==> config.mk <==
export PLATFORM = sky130hd
export DESIGN_NAME = debounce_edge_detector_flat
export DESIGN_NICKNAME = d
export VERILOG_FILES = /design/src/rtl/debounce_edge_detector_if.sv /design/src/rtl/debounce_edge_detector.sv /design/src/flat_wrapper.sv
export SDC_FILE = /design/constraint.sdc
export NUM_CORES = 1
export LEC_CHECK = 0
export ABC_AREA = 1
export CORE_AREA = 2 2 48 50
export DETAILED_ROUTE_END_ITERATION = 8
export DIE_AREA = 0 0 50 52
export GPL_TIMING_DRIVEN = 0
export PLACE_DENSITY = 0.87
export SLEW_MARGIN = 10
export SYNTH_ARGS = -nofsm -noshare
export SYNTH_HDL_FRONTEND = slang
export SYNTH_SLANG_ARGS = --single-unit
==> constraint.sdc <==
create_clock -name clk -period 2.2 [get_ports clk]
set_input_delay 0.22 -clock clk [delete_from_list [all_inputs] [get_ports clk]]
set_output_delay 0.22 -clock clk [all_outputs]
set_load 0.02 [all_outputs]
==> src/rtl/debounce_edge_detector_if.sv <==
// Signal bundle between a raw level source and the debounce/edge-detect stage.
// The source side drives the raw level; the conditioning stage returns the
// clean level and its single-cycle edge pulses.
interface debounce_edge_detector_if;
    logic in;    // raw, possibly asynchronous and bouncy level
    logic out;   // debounced, synchronised level
    logic rise;  // one-cycle pulse when out goes 0->1
    logic fall;  // one-cycle pulse when out goes 1->0

    modport master (
        output in,
        input  out,
        input  rise,
        input  fall
    );

    modport slave (
        input  in,
        output out,
        output rise,
        output fall
    );
endinterface

==> src/rtl/debounce_edge_detector.sv <==
// Debounce and edge detector: two-flop synchroniser followed by a four-state
// qualification FSM. The level must be seen for STABLE_CYCLES consecutive
// synchronised samples before out changes; rise/fall are registered pulses
// that line up with the first cycle out shows its new value.
// STABLE_CYCLES must lie in 1 .. 2^CNT_WIDTH-1.
module debounce_edge_detector #(
    parameter int STABLE_CYCLES = 50000,
    parameter int CNT_WIDTH     = 16
) (
    input  logic                    clk,
    input  logic                    rst,
    debounce_edge_detector_if.slave bus
);

    localparam int SYNC_STAGES = 2;
    localparam bit SINGLE      = (STABLE_CYCLES == 1);
    localparam logic [CNT_WIDTH-1:0] LAST = CNT_WIDTH'(STABLE_CYCLES - 1);
    localparam logic [CNT_WIDTH-1:0] ONE  = CNT_WIDTH'(1);

    typedef enum logic [1:0] {
        STABLE_LOW  = 2'd0,
        CHK_HIGH    = 2'd1,
        STABLE_HIGH = 2'd2,
        CHK_LOW     = 2'd3
    } state_t;

    logic [SYNC_STAGES-1:0] sync_reg;
    logic                   sync2;
    state_t                 state_reg, state_next;
    logic [CNT_WIDTH-1:0]   cnt_reg, cnt_next;
    logic                   out_reg, out_next;
    logic                   rise_reg, rise_next;
    logic                   fall_reg, fall_next;

    // Synchroniser chain: stage 0 samples the raw level, later stages
    // re-register the previous stage. Only the last stage is used downstream.
    genvar gi;
    generate
        for (gi = 0; gi < SYNC_STAGES; gi++) begin : g_sync
            if (gi == 0) begin : g_first
                // First synchroniser flop samples the raw input.
                always_ff @(posedge clk) begin
                    if (rst) sync_reg[gi] <= 1'b0;
                    else     sync_reg[gi] <= bus.in;
                end
            end else begin : g_rest
                // Later synchroniser flops shift the previous stage along.
                always_ff @(posedge clk) begin
                    if (rst) sync_reg[gi] <= 1'b0;
                    else     sync_reg[gi] <= sync_reg[gi-1];
                end
            end
        end
    endgenerate

    assign sync2 = sync_reg[SYNC_STAGES-1];

    // State register plus registered level and edge outputs.
    always_ff @(posedge clk) begin
        if (rst) begin
            state_reg <= STABLE_LOW;
            cnt_reg   <= '0;
            out_reg   <= 1'b0;
            rise_reg  <= 1'b0;
            fall_reg  <= 1'b0;
        end else begin
            state_reg <= state_next;
            cnt_reg   <= cnt_next;
            out_reg   <= out_next;
            rise_reg  <= rise_next;
            fall_reg  <= fall_next;
        end
    end

    // Next-state logic: count agreeing samples, drop back on any disagreement,
    // commit once the run of agreeing samples reaches STABLE_CYCLES.
    always_comb begin
        state_next = state_reg;
        cnt_next   = cnt_reg;
        case (state_reg)
            STABLE_LOW: begin
                if (sync2) begin
                    if (SINGLE) begin
                        state_next = STABLE_HIGH;
                        cnt_next   = '0;
                    end else begin
                        state_next = CHK_HIGH;
                        cnt_next   = ONE;
                    end
                end
            end
            CHK_HIGH: begin
                if (!sync2) begin
                    state_next = STABLE_LOW;
                    cnt_next   = '0;
                end else if (cnt_reg == LAST) begin
                    state_next = STABLE_HIGH;
                    cnt_next   = '0;
                end else begin
                    cnt_next   = cnt_reg + ONE;
                end
            end
            STABLE_HIGH: begin
                if (!sync2) begin
                    if (SINGLE) begin
                        state_next = STABLE_LOW;
                        cnt_next   = '0;
                    end else begin
                        state_next = CHK_LOW;
                        cnt_next   = ONE;
                    end
                end
            end
            CHK_LOW: begin
                if (sync2) begin
                    state_next = STABLE_HIGH;
                    cnt_next   = '0;
                end else if (cnt_reg == LAST) begin
                    state_next = STABLE_LOW;
                    cnt_next   = '0;
                end else begin
                    cnt_next   = cnt_reg + ONE;
                end
            end
            default: begin
                state_next = STABLE_LOW;
                cnt_next   = '0;
            end
        endcase
    end

    // Output logic: out is high in STABLE_HIGH and while checking a fall
    // (CHK_LOW); an edge pulse fires only when the committed level changes.
    always_comb begin
        out_next  = (state_next == STABLE_HIGH) || (state_next == CHK_LOW);
        rise_next = out_next & ~out_reg;
        fall_next = ~out_next & out_reg;
    end

    assign bus.out  = out_reg;
    assign bus.rise = rise_reg;
    assign bus.fall = fall_reg;

endmodule

==> src/flat_wrapper.sv <==
// flat-port wrapper written by rule: the top's interface ports become plain ports
module debounce_edge_detector_flat 
#(
    parameter int STABLE_CYCLES = 50000,
    parameter int CNT_WIDTH     = 16
)
  (clk, rst, bus_in, bus_out, bus_rise, bus_fall);
  debounce_edge_detector_if bus_i ();
  input  logic clk;
  input  logic rst;
  input wire logic [$bits(bus_i.in)-1:0] bus_in;
  output wire logic [$bits(bus_i.out)-1:0] bus_out;
  output wire logic [$bits(bus_i.rise)-1:0] bus_rise;
  output wire logic [$bits(bus_i.fall)-1:0] bus_fall;
  assign bus_i.in = bus_in;
  assign bus_out = bus_i.out;
  assign bus_rise = bus_i.rise;
  assign bus_fall = bus_i.fall;
  debounce_edge_detector #(.STABLE_CYCLES(STABLE_CYCLES), .CNT_WIDTH(CNT_WIDTH)) u_core (.clk(clk), .rst(rst), .bus(bus_i));
endmodule
==> out/qor.yml <==
yosys:
  synth.area.top_cells: "dfxtp_1 (39%), nand2_1 (10%), nor2_1 (9.9%)"
  ys_warn_count: 0
  synth_top_area_share_pct: 39.0
  ys_types: 20
  syn_area_mm2: 0.00118
  synth_top_area_cell: "dfxtp_1"
  syn-num-nets: 163
  synthCells: 159
  ys_async_sr_fraction_pct: 0
  synth-seq-cells: 23
  synth_ff_type: "dfxtp_1"
  synth_edf_count: 0
  avgSynthCellArea_um2: 7.42
  ys_seq_area_share_pct: 39.0
routing:
  wl_um: 2040
  drtAntennaViolNets: 0
  routedWlPerCell_um: 10.4
  drt_iter0_markers: 16
  detail_route.first_pass.iterations: 4
  drc_errors: 0
  vias: 957
  vias_per_cell: 4.88
worst_setup_path:
  reg2reg_depth: 10
  cp_top_family: "buffers and inverters"
  required_ns: 1.98
  start_kind: "flip-flop"
  crit_path_top_delay_cell: "clkdlybuf4s50_1"
  rrSetupSlack_ns: 0.68
  critPathCaptureType: "output port"
  cp_data_arrival_time_ns: 1.33
  r2r-end: "u_core.cnt_reg[3]$_SDFFE_PP0P_"
  path_max_fanout: 3
  criticalPathCategory: "flip-flop to output port"
  r2r_start: "u_core.cnt_reg[0]$_SDFFE_PP0P_"
  slowest_delay_ns: 0.62
  crit_chain: "clkdlybuf4s50_1"
  crit_buf_inv: 1
placed_design:
  dpl_cell_area_mm2: 0.00126
  place_hpwl_um: 1590
  io_buffers: 5
  gp_congestion: 0.849
  place_inst: 192
finish:
  finalInstanceArea_mm2: 0.00129
  utilization_pct: 61.4
  antenna_cells: 0
  layout_commonest_cell: "nand2_1"
  largest_reg_flops: 16
  final_cell_mix: "nand2_1 (33), nor2_1 (31), dfxtp_1 (23)"
  nNetsFinal: 173
  area_growth_pct: 9.54
  drive_above_1_share_pct: 15.5
  final_cells: 196
global_routing:
  met1_usage_pct: 21.5
  grt_busiest_layer: "met2"
  groute.usage.overall_pct: 18.3
  grt_start_max_net_pins: 14
  antenna_found_initial: 0
  first_global_vias: 898
  grt_pass1_wl_um: 3580
  use_met2_pct: 31.8
  grt.met3_usage_pct: 1.72
  overflow: 0
timing:
  slew_viol_final: 0
  setup_viol: 0
  finClkSkew_ns: 0.00260
  hold_viol_final: 0
  min_period_over_period_pct: 70.4
  worstMarginPinSlew_ns: 0.244
  rsz0062_at_grt: "false"
  period_needed_ns: 1.55
  slew_headroom_pct: 83.7
  final.setup.tns_ns: 0
  timing.fmax_mhz: 646
power:
  power_density_mw_per_mm2: 504
  ir_worst_vdd_v: 0.000404
  cellLeakagePower_nw: 0.532
  total_power_w: 0.000651
clock_tree:
  clock-sinks: 23
  postCtsHoldBufs: 0
  cts_max_level: 1
  clk_pin_slew_ns: 0.12
  cts_buffers: 3
  clk_latency_ns: 0.32
  cts_resized: 0
  post_cts_buffers: 0
  cts_root_buffer: "clkbuf_4"
  cts_tree: "yes"
  clk_path_buf_depth: 2
floorplanning:
  die_w_um: 50
  std_cell_rows: 17
  die_h_um: 52
  initial_utilization_pct: 56.0
  ios: 6
  dieArea_mm2: 0.00260
  core_area_mm2: 0.00211
outcome:
  status: "finished clean"
hold_path:
  min_path_type: "flip-flop to flip-flop"
  worstHoldStart: "u_core.sync_reg[0]$_SDFF_PP0_"
  hold_depth: 2
  whs_endpoint: "u_core.sync2$_SDFF_PP0_"
job:
  maxCapViolations: 0
-- power breakdown --
| group | switching (W) | internal [W] | total, W | leakage, nW |
|---|---|---|---|---|
| clock | 0.000131 | 0.0000682 | 0.000199 | 0.0177 |
| combinational | 0.0000198 | 0.0000104 | 0.0000301 | 0.328 |
| sequential | 0.00000287 | 0.000420 | 0.000422 | 0.186 |
| total | 0.000153 | 0.000498 | 0.000651 | 0.532 |
-- through the flow --
| step | hold slack [ns] | setup WS (ns) |
|---|---|---|
| global placement | 0.396 | 0.741 |
| detailed placement | 0.397 | 0.729 |
| CTS | 0.412 | 0.647 |
| floorplan | 0.289 | 0.878 |
| global route | 0.425 | 0.519 |
| finish | 0.413 | 0.651 |
-- area by class of cell --
class                      count  area, um2
inverter                      23       86.3
clock inverter                 1       5.00
tap                           28       35.0
sequential                    23        460
fill                         181        813
timing repair buffer           5       50.0
multi-input combinational    113        633
clock buffer                   3       22.5
-- per-layer routing --
layer	up-vias	share of wire, %
li1	510	-
met1	434	45
met2	8	51
met3	5	1.7
met4	0	2.3
met5	-	0
-- cells by family (layout without fill, tap and decap cells) --
logic type | Yosys count | after routing | share of synthesized area, %
buffers and inverters | 23 | 32 | 7.32
AND/OR/NAND/NOR | 94 | 94 | 41.7
flip-flops | 23 | 23 | 39.0
AO/OA/AOI/OAI | 9 | 9 | 4.24
XOR/XNOR | 9 | 9 | 6.68
adder cells (fa/ha/maj) | 1 | 1 | 1.06
-- Yosys cell counts, types with 2 or more instances --
cell type  number
inv_2           3
nand3_2         4
nand2_1        33
xnor2_1         3
inv_1          20
nand3_1         6
a21oi_1         7
dfxtp_1        23
nor2_4          3
nand4_1         5
nand3_4         2
nand2_2         5
nor2_2          3
nor2_1         31
xor2_1          6
-- worst max path at each step --
stage | startpoint | end | slack, ns | depth (start not counted)
4_1_cts | u_core.bus.out$_SDFF_PP0_ | bus_out | 0.65 | 1
3_3_place_gp | u_core.cnt_reg[0]$_SDFFE_PP0P_ | u_core.cnt_reg[10]$_SDFFE_PP0P_ | 0.74 | 10
6_report | u_core.bus.out$_SDFF_PP0_ | bus_out | 0.65 | 1
5_1_grt | u_core.cnt_reg[0]$_SDFFE_PP0P_ | u_core.cnt_reg[9]$_SDFFE_PP0P_ | 0.52 | 10
3_5_place_dp | u_core.cnt_reg[0]$_SDFFE_PP0P_ | u_core.cnt_reg[10]$_SDFFE_PP0P_ | 0.73 | 7
2_1_floorplan | u_core.cnt_reg[0]$_SDFFE_PP0P_ | u_core.cnt_reg[10]$_SDFFE_PP0P_ | 0.88 | 7
(Power assumes the default switching activity.)
